===== src/rtl/axi_rd_pkg.sv =====
// Shared encodings, FSM state type and address-step helper for the AXI read front end.
package axi_rd_pkg;

  localparam logic [1:0] BURST_FIXED = 2'b00;
  localparam logic [1:0] BURST_INCR  = 2'b01;
  localparam logic [1:0] BURST_WRAP  = 2'b10;

  localparam logic [1:0] RESP_OKAY   = 2'b00;
  localparam logic [1:0] RESP_SLVERR = 2'b10;

  localparam logic [1:0] REG_FIFO = 2'd0;
  localparam logic [1:0] REG_IRAM = 2'd1;
  localparam logic [1:0] REG_WRAM = 2'd2;

  typedef enum logic [1:0] {ST_IDLE, ST_ISSUE, ST_DRAIN} rd_state_e;

  typedef logic [31:0] addr_t;

  function automatic logic wrap_len_ok(input logic [7:0] len);
    return (len == 8'd1) || (len == 8'd3) || (len == 8'd7) || (len == 8'd15);
  endfunction

  // Computed on a wide address; the caller truncates to its own width, which
  // gives INCR its modulo-2^ADDR_W wrap for free.
  function automatic addr_t next_addr(input logic [1:0] burst, input logic [2:0] size,
                                      input logic [7:0] len, input addr_t addr);
    addr_t step;
    addr_t mask;
    step = addr_t'(1) << size;
    mask = ((addr_t'(len) + addr_t'(1)) << size) - addr_t'(1);
    case (burst)
      BURST_FIXED: next_addr = addr;
      BURST_WRAP:  next_addr = (addr & ~mask) | ((addr + step) & mask);
      default:     next_addr = addr + step;
    endcase
  endfunction

endpackage


===== src/rtl/axi_read_inft_if.sv =====
// AXI4 read address / read data channel bundle.
interface axi_read_inft_if #(
  parameter int ID_W   = 8,
  parameter int ADDR_W = 11,
  parameter int DATA_W = 32,
  parameter int LEN_W  = 8
) ();
  logic [ID_W-1:0]   ARID;
  logic [ADDR_W-1:0] ARADDR;
  logic [LEN_W-1:0]  ARLEN;
  logic [2:0]        ARSIZE;
  logic [1:0]        ARBURST;
  logic [3:0]        ARREGION;
  logic              ARVALID;
  logic              ARREADY;
  logic [ID_W-1:0]   RID;
  logic [DATA_W-1:0] RDATA;
  logic [1:0]        RRESP;
  logic              RLAST;
  logic              RVALID;
  logic              RREADY;

  modport slave (
    input  ARID, ARADDR, ARLEN, ARSIZE, ARBURST, ARREGION, ARVALID, RREADY,
    output ARREADY, RID, RDATA, RRESP, RLAST, RVALID
  );

  modport master (
    output ARID, ARADDR, ARLEN, ARSIZE, ARBURST, ARREGION, ARVALID, RREADY,
    input  ARREADY, RID, RDATA, RRESP, RLAST, RVALID
  );
endinterface


===== src/rtl/axi_rd_skid.sv =====
// Two-entry R-channel buffer; an empty buffer passes the incoming beat straight through.
module axi_rd_skid
  import axi_rd_pkg::*;
#(
  parameter int DATA_W = 32
) (
  input  logic              clk,
  input  logic              rst,
  input  logic              push,
  input  logic [DATA_W-1:0] push_data,
  input  logic              push_last,
  input  logic [1:0]        push_resp,
  input  logic              pop,
  output logic              out_valid,
  output logic [DATA_W-1:0] out_data,
  output logic              out_last,
  output logic [1:0]        out_resp,
  output logic [1:0]        count
);

  logic [1:0][DATA_W-1:0] data_q, data_d;
  logic [1:0]             last_q, last_d;
  logic [1:0][1:0]        resp_q, resp_d;
  logic                   wr_q, wr_d, rd_q, rd_d;
  logic [1:0]             cnt_q, cnt_d;
  logic                   empty, pop_ok;

  assign empty     = (cnt_q == 2'd0);
  assign out_valid = !rst && (!empty || push);
  assign pop_ok    = pop && out_valid;
  assign count     = cnt_q;

  // Every push is written even when it bypasses, so pointers stay in lockstep.
  always_comb begin
    data_d = data_q;
    last_d = last_q;
    resp_d = resp_q;
    wr_d   = wr_q;
    rd_d   = rd_q;
    if (push) begin
      data_d[wr_q] = push_data;
      last_d[wr_q] = push_last;
      resp_d[wr_q] = push_resp;
      wr_d         = !wr_q;
    end
    if (pop_ok) rd_d = !rd_q;
    cnt_d = cnt_q + {1'b0, push} - {1'b0, pop_ok};
  end

  always_comb begin
    out_data = '0;
    out_last = 1'b0;
    out_resp = RESP_OKAY;
    if (out_valid) begin
      if (empty) begin
        out_data = push_data;
        out_last = push_last;
        out_resp = push_resp;
      end else begin
        out_data = data_q[rd_q];
        out_last = last_q[rd_q];
        out_resp = resp_q[rd_q];
      end
    end
  end

  always_ff @(posedge clk) begin
    if (rst) begin
      data_q <= '0;
      last_q <= '0;
      resp_q <= '0;
      wr_q   <= 1'b0;
      rd_q   <= 1'b0;
      cnt_q  <= 2'd0;
    end else begin
      data_q <= data_d;
      last_q <= last_d;
      resp_q <= resp_d;
      wr_q   <= wr_d;
      rd_q   <= rd_d;
      cnt_q  <= cnt_d;
    end
  end

endmodule


===== src/rtl/axi_read_inft.sv =====
// AXI4 read slave: one AR burst at a time -> RAM read strobes -> R beats via skid buffer.
// Optional burst error checking (SLVERR beats, no RAM reads) under `AXI_RD_ERR_CHK_EN.
module axi_read_inft
  import axi_rd_pkg::*;
#(
  parameter int ID_W   = 8,
  parameter int ADDR_W = 11,
  parameter int DATA_W = 32,
  parameter int LEN_W  = 8
) (
  input  logic               clk,
  input  logic               rst,
  axi_read_inft_if.slave     axi,
  output logic               axi_rd_vld,
  output logic [ADDR_W-1:0]  axi_rd_addr,
  output logic [1:0]         axi_rd_region,
  input  logic [DATA_W-1:0]  ram_rd_data
);

  localparam logic [2:0] MAX_SIZE = 3'($clog2(DATA_W/8));

  rd_state_e         state_q, state_d;
  logic [ID_W-1:0]   id_q, id_d;
  logic [ADDR_W-1:0] addr_q, addr_d;
  logic [LEN_W-1:0]  len_q, len_d, cnt_q, cnt_d;
  logic [2:0]        size_q, size_d;
  logic [1:0]        burst_q, burst_d, region_q, region_d;
  logic              err_q, err_d;
  logic              pipe_vld_q, pipe_vld_d, pipe_last_q, pipe_last_d, pipe_err_q, pipe_err_d;
  logic              issue;
  logic [1:0]        in_flight, skid_cnt;
  logic              r_valid, r_last;
  logic              unused_region_hi;

  assign unused_region_hi = |axi.ARREGION[3:2];
  assign in_flight        = {1'b0, pipe_vld_q} + skid_cnt;

  always_comb begin
    state_d  = state_q;
    id_d     = id_q;
    addr_d   = addr_q;
    len_d    = len_q;
    cnt_d    = cnt_q;
    size_d   = size_q;
    burst_d  = burst_q;
    region_d = region_q;
    err_d    = err_q;
    issue    = 1'b0;
    case (state_q)
      ST_IDLE: if (axi.ARVALID) begin
        id_d     = axi.ARID;
        addr_d   = axi.ARADDR;
        len_d    = axi.ARLEN;
        cnt_d    = axi.ARLEN;
        size_d   = (axi.ARSIZE > MAX_SIZE) ? MAX_SIZE : axi.ARSIZE;
        region_d = axi.ARREGION[1:0];
        burst_d  = axi.ARBURST;
        // Reserved burst code and malformed WRAP degrade to INCR addressing.
        if (axi.ARBURST == 2'b11 ||
            (axi.ARBURST == BURST_WRAP && !wrap_len_ok(8'(axi.ARLEN))))
          burst_d = BURST_INCR;
`ifdef AXI_RD_ERR_CHK_EN
        err_d = (axi.ARREGION[1:0] == 2'd3) || (axi.ARBURST == 2'b11) ||
                (axi.ARBURST == BURST_WRAP && !wrap_len_ok(8'(axi.ARLEN)));
`else
        err_d = 1'b0;
`endif
        state_d = ST_ISSUE;
      end
      // Gate on reads in flight plus buffered beats so the skid can never overflow.
      ST_ISSUE: if (!rst && in_flight < 2'd2) begin
        issue  = 1'b1;
        addr_d = ADDR_W'(next_addr(burst_q, size_q, 8'(len_q), addr_t'(addr_q)));
        cnt_d  = cnt_q - LEN_W'(1);
        if (cnt_q == '0) state_d = ST_DRAIN;
      end
      ST_DRAIN: if (r_valid && axi.RREADY && r_last) state_d = ST_IDLE;
      default: state_d = ST_IDLE;
    endcase
    pipe_vld_d  = issue;
    pipe_last_d = issue && (cnt_q == '0);
    pipe_err_d  = issue && err_q;
  end

  always_ff @(posedge clk) begin
    if (rst) begin
      state_q     <= ST_IDLE;
      id_q        <= '0;
      addr_q      <= '0;
      len_q       <= '0;
      cnt_q       <= '0;
      size_q      <= '0;
      burst_q     <= '0;
      region_q    <= '0;
      err_q       <= 1'b0;
      pipe_vld_q  <= 1'b0;
      pipe_last_q <= 1'b0;
      pipe_err_q  <= 1'b0;
    end else begin
      state_q     <= state_d;
      id_q        <= id_d;
      addr_q      <= addr_d;
      len_q       <= len_d;
      cnt_q       <= cnt_d;
      size_q      <= size_d;
      burst_q     <= burst_d;
      region_q    <= region_d;
      err_q       <= err_d;
      pipe_vld_q  <= pipe_vld_d;
      pipe_last_q <= pipe_last_d;
      pipe_err_q  <= pipe_err_d;
    end
  end

  assign axi.ARREADY   = (state_q == ST_IDLE) && !rst;
  assign axi.RID       = id_q;
  assign axi_rd_vld    = issue && !err_q;
  assign axi_rd_addr   = addr_q;
  assign axi_rd_region = region_q;

  logic [DATA_W-1:0] r_data;
  logic [1:0]        r_resp;

  axi_rd_skid #(.DATA_W(DATA_W)) u_skid (
    .clk       (clk),
    .rst       (rst),
    .push      (pipe_vld_q),
    .push_data (pipe_err_q ? '0 : ram_rd_data),
    .push_last (pipe_last_q),
    .push_resp (pipe_err_q ? RESP_SLVERR : RESP_OKAY),
    .pop       (axi.RREADY),
    .out_valid (r_valid),
    .out_data  (r_data),
    .out_last  (r_last),
    .out_resp  (r_resp),
    .count     (skid_cnt)
  );

  assign axi.RVALID = r_valid;
  assign axi.RDATA  = r_data;
  assign axi.RLAST  = r_last;
  assign axi.RRESP  = r_resp;

endmodule

===== src/flat_wrapper.sv =====
// flat-port wrapper written by rule: the top's interface ports become plain ports
module axi_read_inft_flat import axi_rd_pkg::*;
#(
  parameter int ID_W   = 8,
  parameter int ADDR_W = 11,
  parameter int DATA_W = 32,
  parameter int LEN_W  = 8
)
  (clk, rst, axi_rd_vld, axi_rd_addr, axi_rd_region, ram_rd_data, axi_ARID, axi_ARADDR, axi_ARLEN, axi_ARSIZE, axi_ARBURST, axi_ARREGION, axi_ARVALID, axi_RREADY, axi_ARREADY, axi_RID, axi_RDATA, axi_RRESP, axi_RLAST, axi_RVALID);
  axi_read_inft_if #(.ID_W(ID_W), .ADDR_W(ADDR_W), .DATA_W(DATA_W), .LEN_W(LEN_W)) axi_i ();
  input  logic clk;
  input  logic rst;
  output logic axi_rd_vld;
  output logic [ADDR_W-1:0] axi_rd_addr;
  output logic [1:0] axi_rd_region;
  input  logic [DATA_W-1:0] ram_rd_data;
  input wire logic [$bits(axi_i.ARID)-1:0] axi_ARID;
  input wire logic [$bits(axi_i.ARADDR)-1:0] axi_ARADDR;
  input wire logic [$bits(axi_i.ARLEN)-1:0] axi_ARLEN;
  input wire logic [$bits(axi_i.ARSIZE)-1:0] axi_ARSIZE;
  input wire logic [$bits(axi_i.ARBURST)-1:0] axi_ARBURST;
  input wire logic [$bits(axi_i.ARREGION)-1:0] axi_ARREGION;
  input wire logic [$bits(axi_i.ARVALID)-1:0] axi_ARVALID;
  input wire logic [$bits(axi_i.RREADY)-1:0] axi_RREADY;
  output wire logic [$bits(axi_i.ARREADY)-1:0] axi_ARREADY;
  output wire logic [$bits(axi_i.RID)-1:0] axi_RID;
  output wire logic [$bits(axi_i.RDATA)-1:0] axi_RDATA;
  output wire logic [$bits(axi_i.RRESP)-1:0] axi_RRESP;
  output wire logic [$bits(axi_i.RLAST)-1:0] axi_RLAST;
  output wire logic [$bits(axi_i.RVALID)-1:0] axi_RVALID;
  assign axi_i.ARID = axi_ARID;
  assign axi_i.ARADDR = axi_ARADDR;
  assign axi_i.ARLEN = axi_ARLEN;
  assign axi_i.ARSIZE = axi_ARSIZE;
  assign axi_i.ARBURST = axi_ARBURST;
  assign axi_i.ARREGION = axi_ARREGION;
  assign axi_i.ARVALID = axi_ARVALID;
  assign axi_i.RREADY = axi_RREADY;
  assign axi_ARREADY = axi_i.ARREADY;
  assign axi_RID = axi_i.RID;
  assign axi_RDATA = axi_i.RDATA;
  assign axi_RRESP = axi_i.RRESP;
  assign axi_RLAST = axi_i.RLAST;
  assign axi_RVALID = axi_i.RVALID;
  axi_read_inft #(.ID_W(ID_W), .ADDR_W(ADDR_W), .DATA_W(DATA_W), .LEN_W(LEN_W)) u_core (.clk(clk), .rst(rst), .axi(axi_i), .axi_rd_vld(axi_rd_vld), .axi_rd_addr(axi_rd_addr), .axi_rd_region(axi_rd_region), .ram_rd_data(ram_rd_data));
endmodule

===== config.mk =====
export PLATFORM = sky130hd
export DESIGN_NAME = axi_read_inft_flat
export DESIGN_NICKNAME = d
export VERILOG_FILES = /design/src/rtl/axi_rd_pkg.sv /design/src/rtl/axi_read_inft_if.sv /design/src/rtl/axi_rd_skid.sv /design/src/rtl/axi_read_inft.sv /design/src/flat_wrapper.sv
export SDC_FILE = /design/constraint.sdc
export NUM_CORES = 1
export LEC_CHECK = 0
export ABC_AREA = 1
export BUFFER_PORTS_ARGS = -buffer_cell sky130_fd_sc_hd__buf_4
export CAP_MARGIN = 10
export CORE_MARGIN = 2
export CORE_UTILIZATION = 55
export CTS_BUF_LIST = sky130_fd_sc_hd__clkbuf_2 sky130_fd_sc_hd__clkbuf_4 sky130_fd_sc_hd__clkbuf_8
export DETAILED_ROUTE_END_ITERATION = 12
export PLACE_DENSITY = 0.8
export REMOVE_ABC_BUFFERS = 1
export SLEW_MARGIN = 30
export SYNTH_ARGS = -nofsm -noshare
export SYNTH_HDL_FRONTEND = slang
export SYNTH_SLANG_ARGS = --single-unit

===== constraint.sdc =====
create_clock -name clk -period 7.1 [get_ports clk]
set_clock_uncertainty 0.1 [all_clocks]
set_input_delay 1.065 -clock clk [delete_from_list [all_inputs] [get_ports clk]]
set_output_delay 1.065 -clock clk [all_outputs]
set_load 0.05 [all_outputs]

After elaboration in Yosys (flattened, before gate mapping)
Index checks and enable logic that the tools add are counted.
Operators by class
  $lt $le $gt $ge: 5
  equal/unequal tests: 14
  muxes and demuxes: 36
  shifts and indexed selects: 2
  bitwise logic cells: 6
  reduce and logical (&&, ||, !) cells: 27
  add/sub/neg operators: 6
Operators by type and width (number)
  $mux W32: 5
  $bwmux W64: 1
  $pmux W11 S2: 2
  $demux W32 S1: 1
  $shl A32 B3 Y11: 1
  $and A11 B11 Y11: 2
  $mux W11: 2
  $mux W2: 10
  $mux W8: 2
  $pmux W8 S2: 1
  $add A11 B11 Y11: 1
  $not A11 Y11: 1
  $or A11 B11 Y11: 1
  $shl A1 B3 Y11 const A: 1
  $sub A11 B1 Y11 const B: 1
  $add A8 B1 Y9 const B: 1
  $eq A2 B2 Y1 const B: 4
  $eq A8 B1 Y1 const B: 1
  $eq A8 B2 Y1 const B: 1
  $eq A8 B3 Y1 const B: 1
  $eq A8 B4 Y1 const B: 1
  $logic_and A1 B1 Y1: 8
  $logic_not A8 Y1: 1
  $reduce_and A4 Y1: 2
  24 further kinds: 44
Storage, ports and cells
  input bits: 72
  register bits after elaboration: 120
  output and inout port bits: 59

Depth between registers and ports, before layout
Gate-level depths: netlist of the first run.
  depth in word-level cells: 9
  gate-level depth with buffers: 20
  mapped depth without buffers: 19

Cells and area by module
A second synthesis of the first run with hierarchy kept.
Second synthesis, totals
  cells, all modules: 1130
  area total of the unflattened synthesis: 7231.9 um2
Modules (own cells, without submodules)
  axi_rd_skid: sequential area each 1481.4 um2, area an instance 3622.2 um2, times used 1, cells an instance 562
  axi_read_inft: sequential area each 920.9 um2, area an instance 3609.7 um2, times used 1, cells an instance 568

Worst setup path before layout of the first run
No wires, ideal clock.
  path type: in2out
  start point: input port rst
  end point: output port axi_RRESP[0]
  stages: 2
  path slack: 2252 ps
  data arrival time: 3683 ps
  data required time: 5935 ps
  cell sequence: buf_2 -> a2111oi_0
Between the ends
  longest elaborated chain between the ends: 3
Ends and longest elaborated chain
  start, declared: line flat_wrapper.sv:12  | input logic rst;
  $logic_not A1 Y1: line axi_rd_skid.sv:29  | assign out_valid = !rst && (!empty || push);
  $logic_and A1 B1 Y1: line axi_rd_skid.sv:29
  $mux W2: line axi_rd_skid.sv:54  | if (out_valid) begin
  end, declared: line flat_wrapper.sv:28  | output wire logic [$bits(axi_i.RRESP)-1:0] axi_RRESP;
Every way passes these cells.

Final worst setup path of the first run
  start point: input port rst
  end point: output port axi_RDATA[30]
Between the ends
  longest elaborated chain between the ends: 3
Ends and longest elaborated chain
  $logic_not A1 Y1: line axi_rd_skid.sv:29
  $logic_and A1 B1 Y1: line axi_rd_skid.sv:29
  $mux W32: line axi_rd_skid.sv:54
  end, declared: line flat_wrapper.sv:27  | output wire logic [$bits(axi_i.RDATA)-1:0] axi_RDATA;
Every way passes these cells.

==> results of run 1 <==
==> flip-flops by register name (all words and copies together) (netlist names), named ones only <==
signal / count
u_core.axi_rd_region: 2
u_core.burst_q: 2
u_core.size_q: 3
u_core.pipe_vld_q: 1
u_core.u_skid.wr_q: 1
u_core.state_q: 2
u_core.u_skid.data_q: 64
u_core.u_skid.resp_q: 4
u_core.u_skid.rd_q: 1
u_core.u_skid.last_q: 2
u_core.u_skid.count: 2
u_core.cnt_q: 8
u_core.axi.RID: 8
u_core.len_q: 8
u_core.pipe_last_q: 1
==> worst max path at each step <==
stage | slack [ns] | to | from | cells after the start
2_1_floorplan | 2.12 | axi_RDATA[0] | rst | 3
3_3_place_gp | 3.19 | u_core.cnt_q[1] | rst | 11
3_5_place_dp | 3.10 | u_core.cnt_q[1] | rst | 11
4_1_cts | 3.30 | axi_RDATA[25] | rst | 5
5_1_grt | 3.12 | axi_RDATA[20] | rst | 5
6_report | 3.30 | axi_RDATA[30] | rst | 5
==> metal layers <==
metal / track usage [%] / up-vias
met2: 43.31 / 226
met5: 0 / -
met1: 34.55 / 3015
li1: - / 3526
met3: 5.632 / 23
met4: 10.89 / 0
==> power by group through the flow <==
stage	Sequential, W	Clock, W	Combinational (W)
global placement	0.000921	0	0.00142
floorplan	0.00105	0	0.000902
CTS	0.000910	0.000675	0.00145
global route	0.000929	0.000705	0.00161
finish	0.000911	0.000663	0.00145
detailed placement	0.000923	0	0.00144
==> synthesized netlist by cell type, drive strengths merged <==
cell / n / share of area (%)
and2: 1 / 0.095
nor2: 219 / 13
clkinv: 3 / 0.17
mux2i: 2 / 0.30
a311oi: 1 / 0.13
o41ai: 1 / 0.13
o311a: 1 / 0.15
a21o: 1 / 0.11
a21boi: 2 / 0.29
nand3b: 1 / 0.11
nand3: 55 / 4.9
a2111oi: 2 / 0.27
xor2: 1 / 0.13
ha: 14 / 2.7
nand4: 5 / 0.48
inv: 69 / 3.9
nor4: 1 / 0.095
dfxtp: 120 / 36
nand2: 207 / 12
o211ai: 3 / 0.34
nor3: 6 / 0.46
a211oi: 4 / 0.46
xnor2: 4 / 0.53
o21ai: 151 / 12
buf: 9 / 0.78
a21oi: 41 / 3.1
fa: 1 / 0.30
or2: 2 / 0.19
a31oi: 35 / 3.3
o31ai: 3 / 0.34
clkbuf: 48 / 2.7
==> through the flow <==
stage                     util (%)  worst slack (ns)  total power (W)
after floorplan                  -             2.118         0.001955
after global placement       65.36             3.193         0.002346
after detailed placement     65.37             3.100         0.002363
after CTS                    69.18             3.303         0.003035
after global routing         69.18             3.116         0.003242
final                        69.18             3.305         0.003023
==> kinds of logic after synthesis <==
kind of cell / after synthesis / synth area share [%]
adders and majority gates: 15 / 2.965
DFF: 120 / 36.49
AOI/OAI and AO/OA: 245 / 20.20
and+or+nand+nor: 497 / 31.76
xor gates and xnor gates: 5 / 0.6651
muxes: 2 / 0.3041
buffers and inverters: 129 / 7.621
==> layout make-up <==
type                       count  area share, %
tap                          143          2.236
clock inverter                 5          1.017
sequential                   120          30.03
timing repair buffer         135          12.67
multi-input combinational    764          46.17
inverter                      72          3.394
clock buffer                  27          4.489
==> worst register-to-register path, stage by stage, from the launching register on <==
cell and delay (ns):
dfxtp_1 0.32, ha_1 0.21, xnor2_1 0.27, nand2_1 0.15, nand2_1 0.08, o21ai_0 0.13, nor2_2 0.73, inv_1 0.60
nand2_1 0.45, inv_2 0.12, a211oi_1 0.19, a211oi_1 0.07
==> metrics.md, run 1 <==
| Metric | Value |
|---|---|
| Outcome | `finished clean` |
| Min-Delay Endpoint | `u_core.u_skid.resp_q[3]` |
| Least-Margin Pin Slew | `0.9238 ns` |
| Synth Instances | `1,013` |
| TritonCTS clock tree | `done` |
| CP bufs+invs | `2` |
| Most frequent CP cell | `buf_4` |
| # clock sinks | `120` |
| Via density | `around 5.4` |
| Wire per inst | `13.12 um` |
| CP max stage delay | `0.68 ns` |
| Dpl cells | `1,234` |
| DRC errors left | `0` |
| Number of library cell types mapped by synthesis | `between 40 and 50` |
| CP required | `5.93 ns` |
| Commonest non-fill, non-tap cells in the layout | `210 x nor2_1, 194 x nand2_1, 148 x o21ai_0` |
| Dpl cell area | `between 0.007 and 0.008 sq mm` |
| # resized after CTS | `0` |
| Critical path type | `primary input to output port` |
| # rows | `39` |
| Post-synthesis register bit count | `120` |
| Port Buffers | `about 130` |
| Layout cells sized above 1 | `18.97%` |
| Post-CTS setup buffers | `0` |
| Switching share of power | `45.74%` |
| Worst r2r src | `u_core.u_skid.count[0]` |
| H-tree depth | `4` |
| Drt pass-1 iters | `5` |
| Non-Filler Instances | `1,266` |
| Final Hold Slack | `0.3387 ns` |
| Fill cell count | `1,101` |
| Crit path time final | `between 3 and 4 ns` |
| Clock power share | `21.9%` |
| Gpl congestion | `0.8652` |
| Clock tree buffer depth | `2` |
| Pin count of the biggest net entering global routing | `104` |
| Final setup fails | `0` |
| Top Ports | `131` |
| Area of the multi-input gates | `0.003694 sq mm` |
| Crit path DAT | `2.63 ns` |
| Gr ovfl total | `0` |
| Pwr Density | `~380 mW/mm^2` |
| Synth warn | `0` |
| Synthesized area | `0.006584 sq mm` |
| Reg power frac | `30.1%` |
| Routed length on met2 | `7.374 mm` |
| Total GRT Usage | `26.60%` |
| Detailed Route WL | `16.61 mm` |
| Delay-heaviest family, CP | `compound AO/OA/AOI/OAI gates` |
| Leakage | `3.574 nW` |
| R2R setup slack | `3.56 ns` |
| CP Capture Type | `output port` |
| Hold_sp | `u_core.u_skid.resp_q[3]` |
| CP Max Fanout | `35` |
| DIE AREA | `0.01286 sq mm` |
| Initial Util | `between 50% and 60%` |
| Total CTS buffers | `17` |
| Final Max Slew Viols | `0` |
| Slowest-stage cell, CP | `a21oi_4` |
| DP HPWL | `10.55 mm` |
| Worst hold path class | `flop to flop` |
| Area Overhead vs Synth | `21.51%` |
| Top layer in use | `met4` |
| Cells on worst reg2reg path | `11` |
| Sequential area share after synthesis | `36.49%` |
| FMAX | `roughly 260 MHz` |
| Nets | `1,197` |
| DR vias | `between 6,000 and 7,000` |
| Die X-Extent | `113.4 um` |
| FF+latch area | `0.002402 sq mm` |
| Cts hold-fix bufs | `0` |
| Startpoint Class | `primary input` |
| Setup_tns | `0 ns` |
| Met1 WL | `7.805 mm` |
| Worst-Skew Late Latency | `between 0.4 and 0.5 ns` |
| Critical-path cell list | `buf_4 > a21oi_4 > o21ai_0 > a31oi_1 > buf_4` |
| Finished Cell Area | `between 0.008 and 0.009 sq mm` |
| Met3 WL | `1.144 mm` |
| Hold depth | `2` |
| Vert. Die Dim | `around 110 um` |
| Routed Antenna Nets | `0` |
| Fin crit share | `53.46%` |
| RSZ-0062 raised after global routing | `no` |
| First-pass GRT wire length | `28.22 mm` |
| Peak VDD IR | `0.2420 mV` |
| Post-Syn Area per Cell | `6.499 sq um` |
| Slew Limit Headroom | `between 30% and 40%` |
| Net switching power | `0.001383 W` |
| N_diodes | `0` |
| Clock Pin Slew Worst Setup and Hold Paths | `0.07 ns` |
| Vias in the first global route | `6,218` |
| Max-capacitance violation count | `0` |
| Commonest non-fill, non-tap cell in the layout | `nor2_1` |
| Logic pwr share | `47.9%` |
| Clk root buf | `clkbuf_8` |
| 1st-iter DRT viols | `~530` |
| RR Endpoint | `u_core.cnt_q[1]` |
| Cell internal pwr | `approximately 0.0016 W` |
| Initial antenna violation count | `0` |
| Core area | `0.01156 sq mm` |
| Final Hold Vio Count | `0` |
Power figures use the tool's default switching activity.
==> run 2: changes to the inputs <==
==> constraint.sdc (replaced) <==
create_clock -name clk -period 3.7 [get_ports clk]
set_clock_uncertainty 0.1 [all_clocks]
set_input_delay 0.555 -clock clk [delete_from_list [all_inputs] [get_ports clk]]
set_output_delay 0.555 -clock clk [all_outputs]
set_load 0.05 [all_outputs]
==> run 2 against run 1 <==
- wire length is 1.6% higher
- power is 91% higher
- via count is 1.8% higher
==> metrics.md, run 2 (same netlist as run 1, synthesis figures left out) <==
| Metric | Value |
|---|---|
| Outcome | `finished clean` |
| Least-Margin Pin Slew | `0.8838 ns (-0.04002 ns)` |
| RSZ-0062 raised after global routing | `no` |
| Post-CTS setup buffers | `0 (unchanged)` |
| Detailed Route WL | `16.88 mm (+1.6%)` |
| Total CTS buffers | `17 (unchanged)` |
| # resized after CTS | `0 (unchanged)` |
| Leakage | `3.603 nW (+0.82%)` |
| Vert. Die Dim | `113.4 um (unchanged)` |
| Total GRT Usage | `26.75% (+0.15 points)` |
| First-pass GRT wire length | `28.19 mm (-0.12%)` |
| Max-capacitance violation count | `0 (unchanged)` |
| Final setup fails | `0 (unchanged)` |
| Clock tree buffer depth | `2 (unchanged)` |
| Area Overhead vs Synth | `21.76%` |
| Final Max Slew Viols | `0 (unchanged)` |
| Setup_tns | `0 ns (unchanged)` |
| CP required | `3.04 ns (-2.89 ns)` |
| Cts hold-fix bufs | `0 (unchanged)` |
| Top Ports | `131 (unchanged)` |
| Final Hold Vio Count | `0 (unchanged)` |
| Pin count of the biggest net entering global routing | `104 (unchanged)` |
| CP Capture Type | `output port` |
| Via density | `5.424 (+1.1%)` |
| DRC errors left | `0 (unchanged)` |
| Largest register FFs | `64 (unchanged)` |
| Drt pass-1 iters | `8 (+3)` |
| Worst-Skew Late Latency | `0.45 ns (about the same)` |
| Gpl congestion | `0.8833 (+2.1%)` |
| Pwr Density | `720.8 mW/mm^2 (+91%)` |
| # rows | `39 (unchanged)` |
| Initial Util | `56.93% (unchanged)` |
| # clock sinks | `120 (unchanged)` |
| Peak VDD IR | `0.4888 mV (+100%)` |
| N_diodes | `0 (unchanged)` |
| Initial antenna violation count | `0 (unchanged)` |
| Wire per inst | `13.25 um (+0.96%)` |
| Fin crit share | `about four fifths` |
| Top reg by flops | `u_core.u_skid.data_q` |
| FMAX | `342.2 MHz` |
| Routed Antenna Nets | `0 (unchanged)` |
| Clk root buf | `clkbuf_8` |
| Commonest non-fill, non-tap cell in the layout | `nor2_1` |
| Gr ovfl total | `0 (unchanged)` |
| Crit path DAT | `2.27 ns (-0.36 ns)` |
| Layout cells sized above 1 | `19.45% (+0.48 points)` |
| Fill cell count | `1,099 (-0.18%)` |
| Startpoint Class | `flop` |
| Overall power | `0.005779 W (+91%)` |
| Critical path type | `flop to output port` |
| Slew Limit Headroom | `41.08% (+2.7 points)` |
| CP Max Fanout | `26 (-26%)` |
| Worst hold path class | `primary input to flop` |
| TritonCTS clock tree | `done` |
| Crit path time final | `2.922 ns` |
| Port Buffers | `128 (unchanged)` |
| Core area | `0.01156 sq mm (unchanged)` |
| Clock Pin Slew Worst Setup and Hold Paths | `0.07 ns (about the same)` |
| H-tree depth | `4 (unchanged)` |
| Final core occ | `69.32% (+0.14 points)` |
| 1st-iter DRT viols | `626 (+19%)` |
| DP HPWL | `11.07 mm (+4.9%)` |
| Die X-Extent | `113.4 um (unchanged)` |
| Vias in the first global route | `6,121 (-1.6%)` |
| DIE AREA | `0.01286 sq mm (unchanged)` |
| Commonest non-fill, non-tap cells in the layout | `210 x nor2_1, 194 x nand2_1, 148 x o21ai_0` |
| DR vias | `6,910 (+1.8%)` |
| Nets | `1,205 (+0.67%)` |
-- run 2: per-layer routing --
layer / routed length, um / vias up / GRT usage, %
met5: 0 / - / 0
met4: 290 / 0 / 10.08
met3: 1043 / 23 / 6.536
met2: 7711 / 218 / 43.19
met1: 7831 / 3130 / 34.84
li1: - / 3539 / -
-- run 2: through the flow --
stage          cells  worst slack [ns]  area [sq um]  hold slack [ns]
2_1_floorplan    956           -0.3244          6352           0.3115
3_3_place_gp    1242            0.9985          7611           0.3228
3_5_place_dp    1242            0.9669          7611           0.3226
4_1_cts         1274            0.7573          8016           0.2035
5_1_grt         1274            0.4970          8016           0.2140
6_report        1274            0.7776          8016           0.2295
-- run 2: cell type report --
cell class | instances | area, sq um | share of cell area, %
tap | 143 | 178.9 | 2.232
clock inverter | 8 | 93.84 | 1.171
multi-input combinational | 764 | 3686 | 45.98
sequential | 120 | 2402 | 29.97
clock buffer | 24 | 311.5 | 3.886
inverter | 72 | 270.3 | 3.371
timing repair buffer | 143 | 1074 | 13.39
-- run 2: path summary, 6_finish.rpt --
check | startpoint | to | slack (ns) | cells after the start
setup / recovery | u_core.u_skid.count[1] | axi_RDATA[12] | 0.78 | 6
hold reg to reg | u_core.u_skid.resp_q[3] | u_core.u_skid.resp_q[3] | 0.33 | 2
setup reg to reg | u_core.size_q[2] | flop | 0.94 | 15
hold / removal | axi_ARID[5] | u_core.axi.RID[5] | 0.23 | 3
-- run 2: worst max-delay path, cell delays in order, from the launching register on --
cell     delay, ns
dfxtp_1       0.37
nor2_1        0.11
a21oi_2       0.41
buf_4         0.37
o21ai_0       0.15
a31oi_1       0.19
buf_4         0.23
-- run 2: where the power goes --
part | switching, W | leakage (nW) | internal, W
logic | 0.00197 | 2.41 | 0.000873
clock network | 0.000512 | 0.217 | 0.000687
registers | 0.000188 | 0.981 | 0.00155
==> run 3: changes to the inputs <==
--- a/config.mk
+++ b/config.mk
@@ -5,7 +5,7 @@
 export SDC_FILE = /design/constraint.sdc
 export NUM_CORES = 1
 export LEC_CHECK = 0
-export ABC_AREA = 1
+export ABC_AREA = 0
 export BUFFER_PORTS_ARGS = -buffer_cell sky130_fd_sc_hd__buf_4
 export CAP_MARGIN = 10
 export CORE_MARGIN = 2
==> constraint.sdc (replaced) <==
create_clock -name clk -period 2.75 [get_ports clk]
set_clock_uncertainty 0.1 [all_clocks]
set_input_delay 0.4125 -clock clk [delete_from_list [all_inputs] [get_ports clk]]
set_output_delay 0.4125 -clock clk [all_outputs]
set_load 0.05 [all_outputs]
==> run 3 against run 2 <==
- non-clock buffer count increased by 35
- critical path depth increased by 5
- cell count shrank 8.6%
- critical path type is now flop to flop
- largest cell class unchanged
==> metrics.md, run 3 <==
| Metric | Value |
|---|---|
| Outcome | `finished clean` |
| Main synth FF type | `dfxtp_1` |
| Final Max Slew Viols | `0 (unchanged)` |
| Wire per inst | `15.32 um (+16%)` |
| Area Overhead vs Synth | `27.90%` |
| Routed Antenna Nets | `0 (unchanged)` |
| Synthesized area | `0.006614 sq mm (+0.46%)` |
| Largest register FFs | `64 (unchanged)` |
| Synth Instances | `881 (-13%)` |
| Clock Pin Slew Worst Setup and Hold Paths | `0.07 ns (about the same)` |
| Crit path from | `u_core.len_q[1]` |
| CP Max Fanout | `3 (-88%)` |
| Post-Syn Area per Cell | `7.507 sq um (+16%)` |
| Top cell type's share of synthesized area | `36.32% (-0.17 points)` |
| Number of library cell types mapped by synthesis | `66 (+61%)` |
| Port Buffers | `128 (unchanged)` |
| N_diodes | `0 (unchanged)` |
| RSZ-0062 raised after global routing | `yes` |
| Number of enable flip-flop cells after synthesis | `0 (unchanged)` |
| Layout cells sized above 1 | `25.07% (+5.6 points)` |
| Pin count of the biggest net entering global routing | `75 (-28%)` |
| DRC errors left | `0 (unchanged)` |
| Fin crit share | `99.53%` |
| Initial Util | `55.76% (-1.2 points)` |
| Clk root buf | `clkbuf_8` |
| Most frequent CP cell | `xnor2_1` |
| 1st-iter DRT viols | `721 (+15%)` |
| Ys async rst share | `0% (unchanged)` |
| Clock power share | `27.1% (+6.3 points)` |
| DP HPWL | `11.67 mm (+5.4%)` |
| Vert. Die Dim | `113.7 um (+0.22%)` |
| Max-capacitance violation count | `0 (unchanged)` |
| Nets | `1,096 (-9.0%)` |
| CP required | `2.98 ns (-0.06 ns)` |
| Crit path time final | `between 2 and 3 ns` |
| Most area-consuming cells after synthesis | `dfxtp_1 36%, nand2_1 11%, a21oi_1 8.5%` |
| Synth warn | `0 (unchanged)` |
| Critical path type | `flop to flop` |
| Worst-Skew Late Latency | `0.44 ns (about the same)` |
| Worst hold path class | `primary input to flop` |
| Slew Limit Headroom | `47.83% (+6.7 points)` |
| Gpl congestion | `0.8833 (unchanged)` |
| Cell internal pwr | `0.003337 W (+7.3%)` |
| Logic pwr share | `36.3% (-13 points)` |
| Detailed Route WL | `17.84 mm (+5.7%)` |
| # rows | `40 (+2.6%)` |
| Total CTS buffers | `17 (unchanged)` |
| Area leader, netlist | `dfxtp_1` |
| Top reg by flops | `u_core.u_skid.data_q` |
| Sequential area share after synthesis | `36.32% (-0.17 points)` |
| Switching share of power | `37.94% (-8.2 points)` |
| Post-synthesis register bit count | `120 (unchanged)` |
| DIE AREA | `0.01292 sq mm (+0.44%)` |
| Startpoint Class | `flop` |
| Total GRT Usage | `26.73% (about the same)` |
| Non-Filler Instances | `1,164 (-8.6%)` |
| H-tree depth | `4 (unchanged)` |
| Pwr Density | `635.6 mW/mm^2 (-12%)` |
| Final Hold Vio Count | `0 (unchanged)` |
| Final setup fails | `0 (unchanged)` |
| Critical-path cell list | `ha_4 > nand3_4 > xnor2_1 > mux4_2 > a21oi_4 > buf_4 > nor3_1 > xnor2_1 > o21ai_1 > mux2i_1 > nor2_1` |
| Commonest non-fill, non-tap cell in the layout | `nand2_1` |
| Peak VDD IR | `0.3372 mV (-31%)` |
| Cells on worst reg2reg path | `11 (-4)` |
| Worst r2r src | `u_core.len_q[1]` |
| Initial antenna violation count | `0 (unchanged)` |
| TritonCTS clock tree | `done` |
| Synth cell count leaders | `200 x nand2_1, 120 x dfxtp_1, 112 x a21oi_1` |
| Slowest-stage cell, CP | `mux4_2` |
| CP Capture Type | `flop` |
| Gr ovfl total | `0 (unchanged)` |
| R2R setup slack | `0.01 ns (-0.93 ns)` |
| Vias in the first global route | `5,981 (-2.3%)` |
| Setup_tns | `0 ns (unchanged)` |
| Reg power frac | `36.6% (+6.5 points)` |
| Cts hold-fix bufs | `0 (unchanged)` |
| First-pass GRT wire length | `28.23 mm (+0.15%)` |
| Via density | `5.841 (+7.7%)` |
| Drt pass-1 iters | `7 (-1)` |
| Dominant cell by count in the synthesized netlist | `nand2_1` |
| FMAX | `~370 MHz` |
| Fill cell count | `977 (-11%)` |
| Commonest non-fill, non-tap cells in the layout | `200 x nand2_1, 171 x buf_4, 110 x dfxtp_1` |
| Core area | `0.01186 sq mm (+2.6%)` |
| # clock sinks | `120 (unchanged)` |
| Clock tree buffer depth | `2 (unchanged)` |
| DR vias | `6,799 (-1.6%)` |
| Net switching power | `0.002040 W (-24%)` |
| CP max stage delay | `0.55 ns (+0.14 ns)` |
| Leakage | `3.278 nW (-9.0%)` |
| Crit path DAT | `2.97 ns (+0.70 ns)` |
| Least-Margin Pin Slew | `0.7826 ns (-0.1012 ns)` |
| Die X-Extent | `113.7 um (+0.22%)` |
| Top Ports | `131 (unchanged)` |
| Dpl cells | `1,129 (-9.1%)` |
==> run 3: routing by layer <==
metal / global-route usage [%] / share of wire (%) / vias up
li1: - / - / 3337
met1: 35.02 / 44 / 3153
met2: 44.59 / 47 / 276
met3: 4.995 / 6.9 / 33
met4: 9.024 / 2.0 / 0
met5: 0 / 0 / -
==> run 3: per-stage QoR <==
| step | instance area [sq um] | hold WS [ns] | setup slack, ns | util (%) | power [W] |
|---|---|---|---|---|---|
| final | 8459 | 0.1150 | 0.01295 | 71.32 | 0.005377 |
| after global routing | 8459 | 0.09829 | -0.09135 | 71.32 | 0.005638 |
| after CTS | 8213 | 0.09532 | -0.007780 | 69.24 | 0.005304 |
| after detailed placement | 7820 | 0.3460 | -0.04385 | 65.93 | 0.003840 |
| after global placement | 7820 | 0.3411 | -0.01570 | 65.93 | 0.003811 |
| after floorplan | 6341 | 0.3296 | -0.5997 | - | 0.003214 |
==> run 3: power groups by stage <==
| stage | registers (W) | logic (W) | clock network [W] |
|---|---|---|---|
| 4_1_cts | 0.00196 | 0.00188 | 0.00147 |
| 3_5_place_dp | 0.00199 | 0.00185 | 0 |
| 5_1_grt | 0.00198 | 0.00210 | 0.00156 |
| 2_1_floorplan | 0.00211 | 0.00110 | 0 |
| 3_3_place_gp | 0.00199 | 0.00182 | 0 |
| 6_report | 0.00197 | 0.00195 | 0.00146 |
==> run 3: logic make-up (layout without fill, tap and decap cells) <==
kind of cell | Yosys count | in the layout | share of synthesized area (%)
adders and majority gates | 15 | 15 | 2.951
muxes | 46 | 46 | 7.151
xor gates and xnor gates | 19 | 19 | 2.516
DFF | 120 | 120 | 36.32
and+or+nand+nor | 361 | 361 | 23.69
buffers and inverters | 81 | 217 | 4.805
AOI/OAI and AO/OA | 239 | 239 | 22.57
==> run 3: final cells by class <==
class	count	area, sq um	area share, %
multi-input combinational	680	4095	48.41
tap	147	183.9	2.174
clock buffer	23	297.8	3.520
sequential	120	2415	28.55
timing repair buffer	178	1375	16.26
inverter	12	45.04	0.5325
clock inverter	4	47.55	0.5620
==> run 3: worst min path at each step <==
stage | startpoint | to | slack, ns | cells after the start
2_1_floorplan | u_core.u_skid.data_q[0] | u_core.u_skid.data_q[0] | 0.33 | 2
3_3_place_gp | u_core.u_skid.data_q[24] | u_core.u_skid.data_q[24] | 0.34 | 2
3_5_place_dp | u_core.u_skid.data_q[9] | u_core.u_skid.data_q[9] | 0.35 | 2
4_1_cts | axi_ARID[4] | u_core.axi.RID[4] | 0.1 | 3
5_1_grt | axi_ARREGION[1] | u_core.axi_rd_region[1] | 0.1 | 3
6_report | axi_ARREGION[1] | u_core.axi_rd_region[1] | 0.12 | 3
==> run 3: critical path: cells and delay by family, from the launching register on <==
family,cells,cell delay (ns)
mux,2,0.80
compound gates,2,0.44
flops,1,0.37
xor+xnor,2,0.32
simple gates,3,0.25
fa+ha+maj,1,0.17
buf+inv,1,0.16
==> run 3: what timing repair did <==
item,in CTS,in global routing
setup buffers,2,6
endpoints found under the setup margin,5,17
pin swaps,3,17
gates resized for setup,8,45
